--- src/rtl/tipi_read_mux.sv ---
// tipi_read_mux
// Registered read-data multiplexer for the TIPI register file. A rising edge
// on rd_req captures the highest-priority selected channel (bit 0 wins). The
// captured word and its index are then held stable until the strobe drops.
// Misses, multi-select decode errors and saturating debug counters are also
// tracked here.
//
// Ports:
//   clk        system clock, rising edge
//   reset      asynchronous, active-high
//   sel        N channel selects, bit 0 highest priority
//   din        N*W channel data, channel i at din[i*W +: W]
//   rd_req     read strobe (level)
//   clr        synchronous clear of multi_err and both counters
//   dout       captured read word (MISS_VAL on a miss)
//   dout_valid high while the captured word is held
//   dout_idx   index of the captured channel, 0 on a miss
//   hit        last capture had at least one active select
//   multi_err  sticky: a capture saw more than one select active
//   rd_count   saturating count of captures
//   miss_count saturating count of captures with no select active
module tipi_read_mux #(
  parameter int             N        = 4,
  parameter int             W        = 8,
  parameter logic [W-1:0]   MISS_VAL = {W{1'b0}},
  parameter int             CW       = 16,
  localparam int            IW       = ($clog2(N) > 1) ? $clog2(N) : 1
) (
  input  logic            clk,
  input  logic            reset,
  input  logic [N-1:0]    sel,
  input  logic [N*W-1:0]  din,
  input  logic            rd_req,
  input  logic            clr,
  output logic [W-1:0]    dout,
  output logic            dout_valid,
  output logic [IW-1:0]   dout_idx,
  output logic            hit,
  output logic            multi_err,
  output logic [CW-1:0]   rd_count,
  output logic [CW-1:0]   miss_count
);

  typedef enum logic {
    IDLE = 1'b0,
    HOLD = 1'b1
  } state_t;

  state_t state, state_next;

  logic rd_q;    // rd_req from the previous cycle
  logic armed;   // rd_req has been seen low since reset
  logic capture;

  logic [W-1:0]  pick_data;
  logic [IW-1:0] pick_idx;
  logic          any_sel;
  logic          multi_sel;
  logic [N-1:0]  sel_m1;

  // ---------------------------------------------------------------------------
  // State register
  // ---------------------------------------------------------------------------
  // NOTE: sequential state uses non-blocking assignments so every flop samples
  // the pre-edge values of its neighbours.
  always_ff @(posedge clk or posedge reset) begin
    if (reset) begin
      state <= IDLE;
      rd_q  <= 1'b0;
      armed <= 1'b0;
    end else begin
      state <= state_next;
      rd_q  <= rd_req;
      if (!rd_req) armed <= 1'b1;
    end
  end

  // ---------------------------------------------------------------------------
  // Next state and capture strobe
  // ---------------------------------------------------------------------------
  // The armed bit stops a strobe that was already high across reset release
  // from looking like a fresh edge (rd_q resets to 0).
  always_comb begin
    // NOTE: defaults first so no path through the block leaves a variable
    // unassigned, which would infer a latch.
    state_next = state;
    capture    = 1'b0;
    case (state)
      IDLE: begin
        if (rd_req && !rd_q && armed) begin
          capture    = 1'b1;
          state_next = HOLD;
        end
      end
      HOLD: begin
        if (!rd_req) state_next = IDLE;
      end
      default: state_next = IDLE;
    endcase
  end

  // ---------------------------------------------------------------------------
  // Priority select: scan from the top so the lowest set bit wins last
  // ---------------------------------------------------------------------------
  always_comb begin
    pick_data = MISS_VAL;
    pick_idx  = '0;
    for (int i = N - 1; i >= 0; i--) begin
      if (sel[i]) begin
        pick_data = din[i*W +: W];
        pick_idx  = IW'(i);
      end
    end
  end

  // Clearing the lowest set bit leaves something only if two or more were set.
  assign sel_m1    = sel - {{(N-1){1'b0}}, 1'b1};
  assign any_sel   = |sel;
  assign multi_sel = |(sel & sel_m1);

  // ---------------------------------------------------------------------------
  // Captured data; held through HOLD and after the strobe drops
  // ---------------------------------------------------------------------------
  always_ff @(posedge clk or posedge reset) begin
    if (reset) begin
      dout     <= MISS_VAL;
      dout_idx <= '0;
      hit      <= 1'b0;
    end else if (capture) begin
      dout     <= pick_data;
      dout_idx <= pick_idx;
      hit      <= any_sel;
    end
  end

  assign dout_valid = (state == HOLD);

  // ---------------------------------------------------------------------------
  // Debug counters and sticky error; clr beats a same-cycle capture
  // ---------------------------------------------------------------------------
  always_ff @(posedge clk or posedge reset) begin
    if (reset) begin
      rd_count   <= '0;
      miss_count <= '0;
      multi_err  <= 1'b0;
    end else if (clr) begin
      rd_count   <= '0;
      miss_count <= '0;
      multi_err  <= 1'b0;
    end else if (capture) begin
      if (rd_count != {CW{1'b1}})
        rd_count <= rd_count + CW'(1);
      if (!any_sel && (miss_count != {CW{1'b1}}))
        miss_count <= miss_count + CW'(1);
      if (multi_sel)
        multi_err <= 1'b1;
    end
  end

endmodule

--- config.mk ---
export PLATFORM = sky130hd
export DESIGN_NAME = tipi_read_mux
export DESIGN_NICKNAME = d
export VERILOG_FILES = /design/src/rtl/tipi_read_mux.sv
export SDC_FILE = /design/constraint.sdc
export NUM_CORES = 1
export LEC_CHECK = 0
export ABC_AREA = 1
export CORE_ASPECT_RATIO = 0.8
export CORE_UTILIZATION = 44
export DETAILED_ROUTE_END_ITERATION = 12
export GPL_TIMING_DRIVEN = 0
export PLACE_DENSITY = 0.79
export SLEW_MARGIN = 10
export SYNTH_ARGS = -nofsm -noshare
export SYNTH_HDL_FRONTEND = slang
export SYNTH_SLANG_ARGS = --single-unit
--- constraint.sdc ---
create_clock -name clk -period 1.4 [get_ports clk]
set_input_delay 0.21 -clock clk [delete_from_list [all_inputs] [get_ports clk]]
set_output_delay 0.21 -clock clk [all_outputs]
set_load 0.02 [all_outputs]
==> results.toml <==
[die]
die_h_um = 76.0
num_io_pins = 85
design.core.area_mm2 = 0.00651
start_util_pct = 46.3
die_width_um = 94.5
dieArea_mm2 = 0.00718
fp-row-count = 26

[timing]
grt_setup_unrepaired = "true"
hold_viol_final = 0
period_needed_ps = 1550
final.period_utilization_pct = 110
finalClockSkew_ps = 14.6
tightest_slew_ps = 475
finalSetupViolCount = 33
tns_ps = -3340
fmax_mhz = 647
max_slew_margin_pct = 68.3
setup_ws_ps = -146
final_max_slew_viol_count = 0

[clocking]
cts_tree = "yes"
hold_buffers = 0
insertion_delay_ps = 310
clock-root-buffer = "clkbuf_8"
clk_pin_slew_worst_paths_ps = 100
clock-sinks = 47
cts_buffer_depth = 2
htreeDepth = 2
cts_buffers = 5

[synthesis]
ys_types = 32
synthTopCellsByCount = "142 x nand2_1, 47 x dfrtp_1, 36 x nor2_1, 32 x inv_1, 27 x nand3_1"
syn_nets = 444
synth-seq-area-share_pct = 39.1
synth-async-reset-ratio_pct = 100
synth.cell_area_mm2 = 0.00301
syn_inst = 402
yosys.area.top_type = "dfrtp_1"
synth_seq_cells = 47
synth_most_common_cell = "nand2_1"
syn_area_per_cell_um2 = 7.49
synth_warnings = 0
ys.flop_type = "dfrtp_1"
synth-edff-count = 0
synth.area.top_cells = "dfrtp_1 39%, nand2_1 18%, nand3_1 4.5%"
synth_top_area_share_pct = 39.1

[setup_path]
endpoint_kind = "flop"
critPathMaxFanout = 6
start_kind = "flop"
rrSetupSlack_ps = -150
arrival_ps = 1790
timing_worst_setup_path_type = "reg -> reg"
required_ps = 1640

[routing]
wl_met1_mm = 4.01
route.met2.wl_mm = 4.58
drtPass1Iterations = 4
top_layer = "met4"
drc_errors = 0
vias = 3276
ant_nets = 0
vias_per_cell = 5.31
wire_per_inst_um = 15.0
wirelength_mm = 9.26
met3WireLength_um = 499
drtIter0Drc = 188

[grt]
grt_usage_pct = 26.3
grt_max_degree = 32
grt_pass1_wl_mm = 14.9
grt_pass1_vias = 3195
antenna_found_initial = 0
overflow = 0

[placement]
io_buffers = 83
placed_cell_area_mm2 = 0.00402
dp_hpwl_mm = 5.90
gp_congestion = 0.847

[power_and_ir_drop]
irDropWorstVdd_mv = 0.405
power_uw = 3050
cellPowerDensity_mw_per_mm2 = 660
leakage_uw = 0.00229

[min_path]
hold_class = "in -> async"

[cells_and_area]
final_area_mm2 = 0.00462
drive_gt1_share_pct = 32.6
nets = 574
postLayoutCoreUtil_pct = 70.9
num_antenna_cells = 0
area_growth_pct = 53.3

[flow_run]
cap_viol_max_count = 0

[status]
outcome = "finished, violations left"
violations = "negative setup slack"
## registers in the layout (all words and copies together), names as in the netlist
signal      count
miss_count     16
rd_count       16
dout            8
dout_idx        2
armed           1
dout_valid      1
hit             1
multi_err       1
rd_q            1
## placed cells by master (no fill, tap or decap), types with 9 or more instances in the layout
| master | netlist | routed |
|---|---|---|
| buf_6 | 1 | 10 |
| buf_4 | 1 | 28 |
| nand2_1 | 142 | 110 |
| dfrtp_1 | 47 | 28 |
| a21oi_1 | 10 | 10 |
| o21ai_2 | 7 | 13 |
| o211ai_1 | 9 | 9 |
| nand3_2 | 10 | 11 |
| xor2_1 | 11 | 11 |
| nand4_1 | 10 | 10 |
| inv_1 | 32 | 29 |
| nand2_4 | 2 | 13 |
| dfrtp_2 | 0 | 19 |
| nor2_1 | 36 | 31 |
| dlygate4sd2_1 | 0 | 34 |
| nand3_1 | 27 | 26 |
| nor2_4 | 6 | 10 |
| nand2_2 | 2 | 24 |
| clkdlybuf4s50_1 | 0 | 38 |
## metal layers
layer  vias up  global-route usage (%)
met5         -                       0
met4         0                    7.88
met3        22                    4.79
met2       110                    42.7
met1      1579                    35.5
li1       1565                       -
## repair_timing
item	in CTS	in global routing
gates cloned	5	1
buffers inserted	22	14
setup endpoints to repair	85	57
pin swaps	34	23
resized for setup	98	68
## final cells by class
type / count / area, µm²
clock buffers: 6 / 82.6
well taps: 84 / 105
multi-input cells: 310 / 1880
inverters: 38 / 144
flip-flops and latches: 47 / 1200
clock inverters: 2 / 16.3
plain buffers: 9 / 73.8
repair buffers: 121 / 1120
fillers: 493 / 1890
## worst max-delay path: stages, from the launching register on
cell and delay [ps]:
dfrtp_2 430, ha_4 170, nand2_4 50, nor2_4 120
nand3b_4 90, nor2_1 90, nand2_1 90, nand2_4 140
buf_12 160, nand2_2 50, o21ai_1 70
## report_power, final
group          internal (µW)  total [µW]  leakage, µW  switching [µW]
clock network            404         907    0.0000474             502
logic                    300         671      0.00165             371
registers               1430        1470     0.000595            40.4
## worst paths after layout
| check | startpoint | endpoint | cells after the start |
|---|---|---|---|
| hold / removal | reset | dout[4] | 2 |
| setup / recovery | rd_count[0] | rd_count[6] | 10 |
| hold reg to reg | dout_idx[1] | dout_idx[1] | 2 |
| setup reg to reg | rd_count[0] | rd_count[6] | 10 |
| max in group asynchronous | reset | miss_count[11] | 3 |
| min in group clk | clr | miss_count[12] | 2 |
## stage by stage
step           cells  hold slack [ps]  setup slack [ps]
2_1_floorplan    402              241             -86.5
3_3_place_gp     569              463             -1050
3_5_place_dp     570              478              -445
4_1_cts          605              209              -107
5_1_grt          617              225              -218
6_report         617              198              -146
## logic make-up (layout without fill, tap and decap cells)
kind of cell               after synthesis  after routing  share of synthesized area (%)
xor gates and xnor gates                12             12                           3.49
adders and majority gates                2              2                          0.831
AOI/OAI and AO/OA                       48             48                           9.93
DFF                                     47             47                           39.1
and+or+nand+nor                        245            248                           39.8
buffers and inverters                   48            176                           6.90
(Power assumes the default switching activity.)
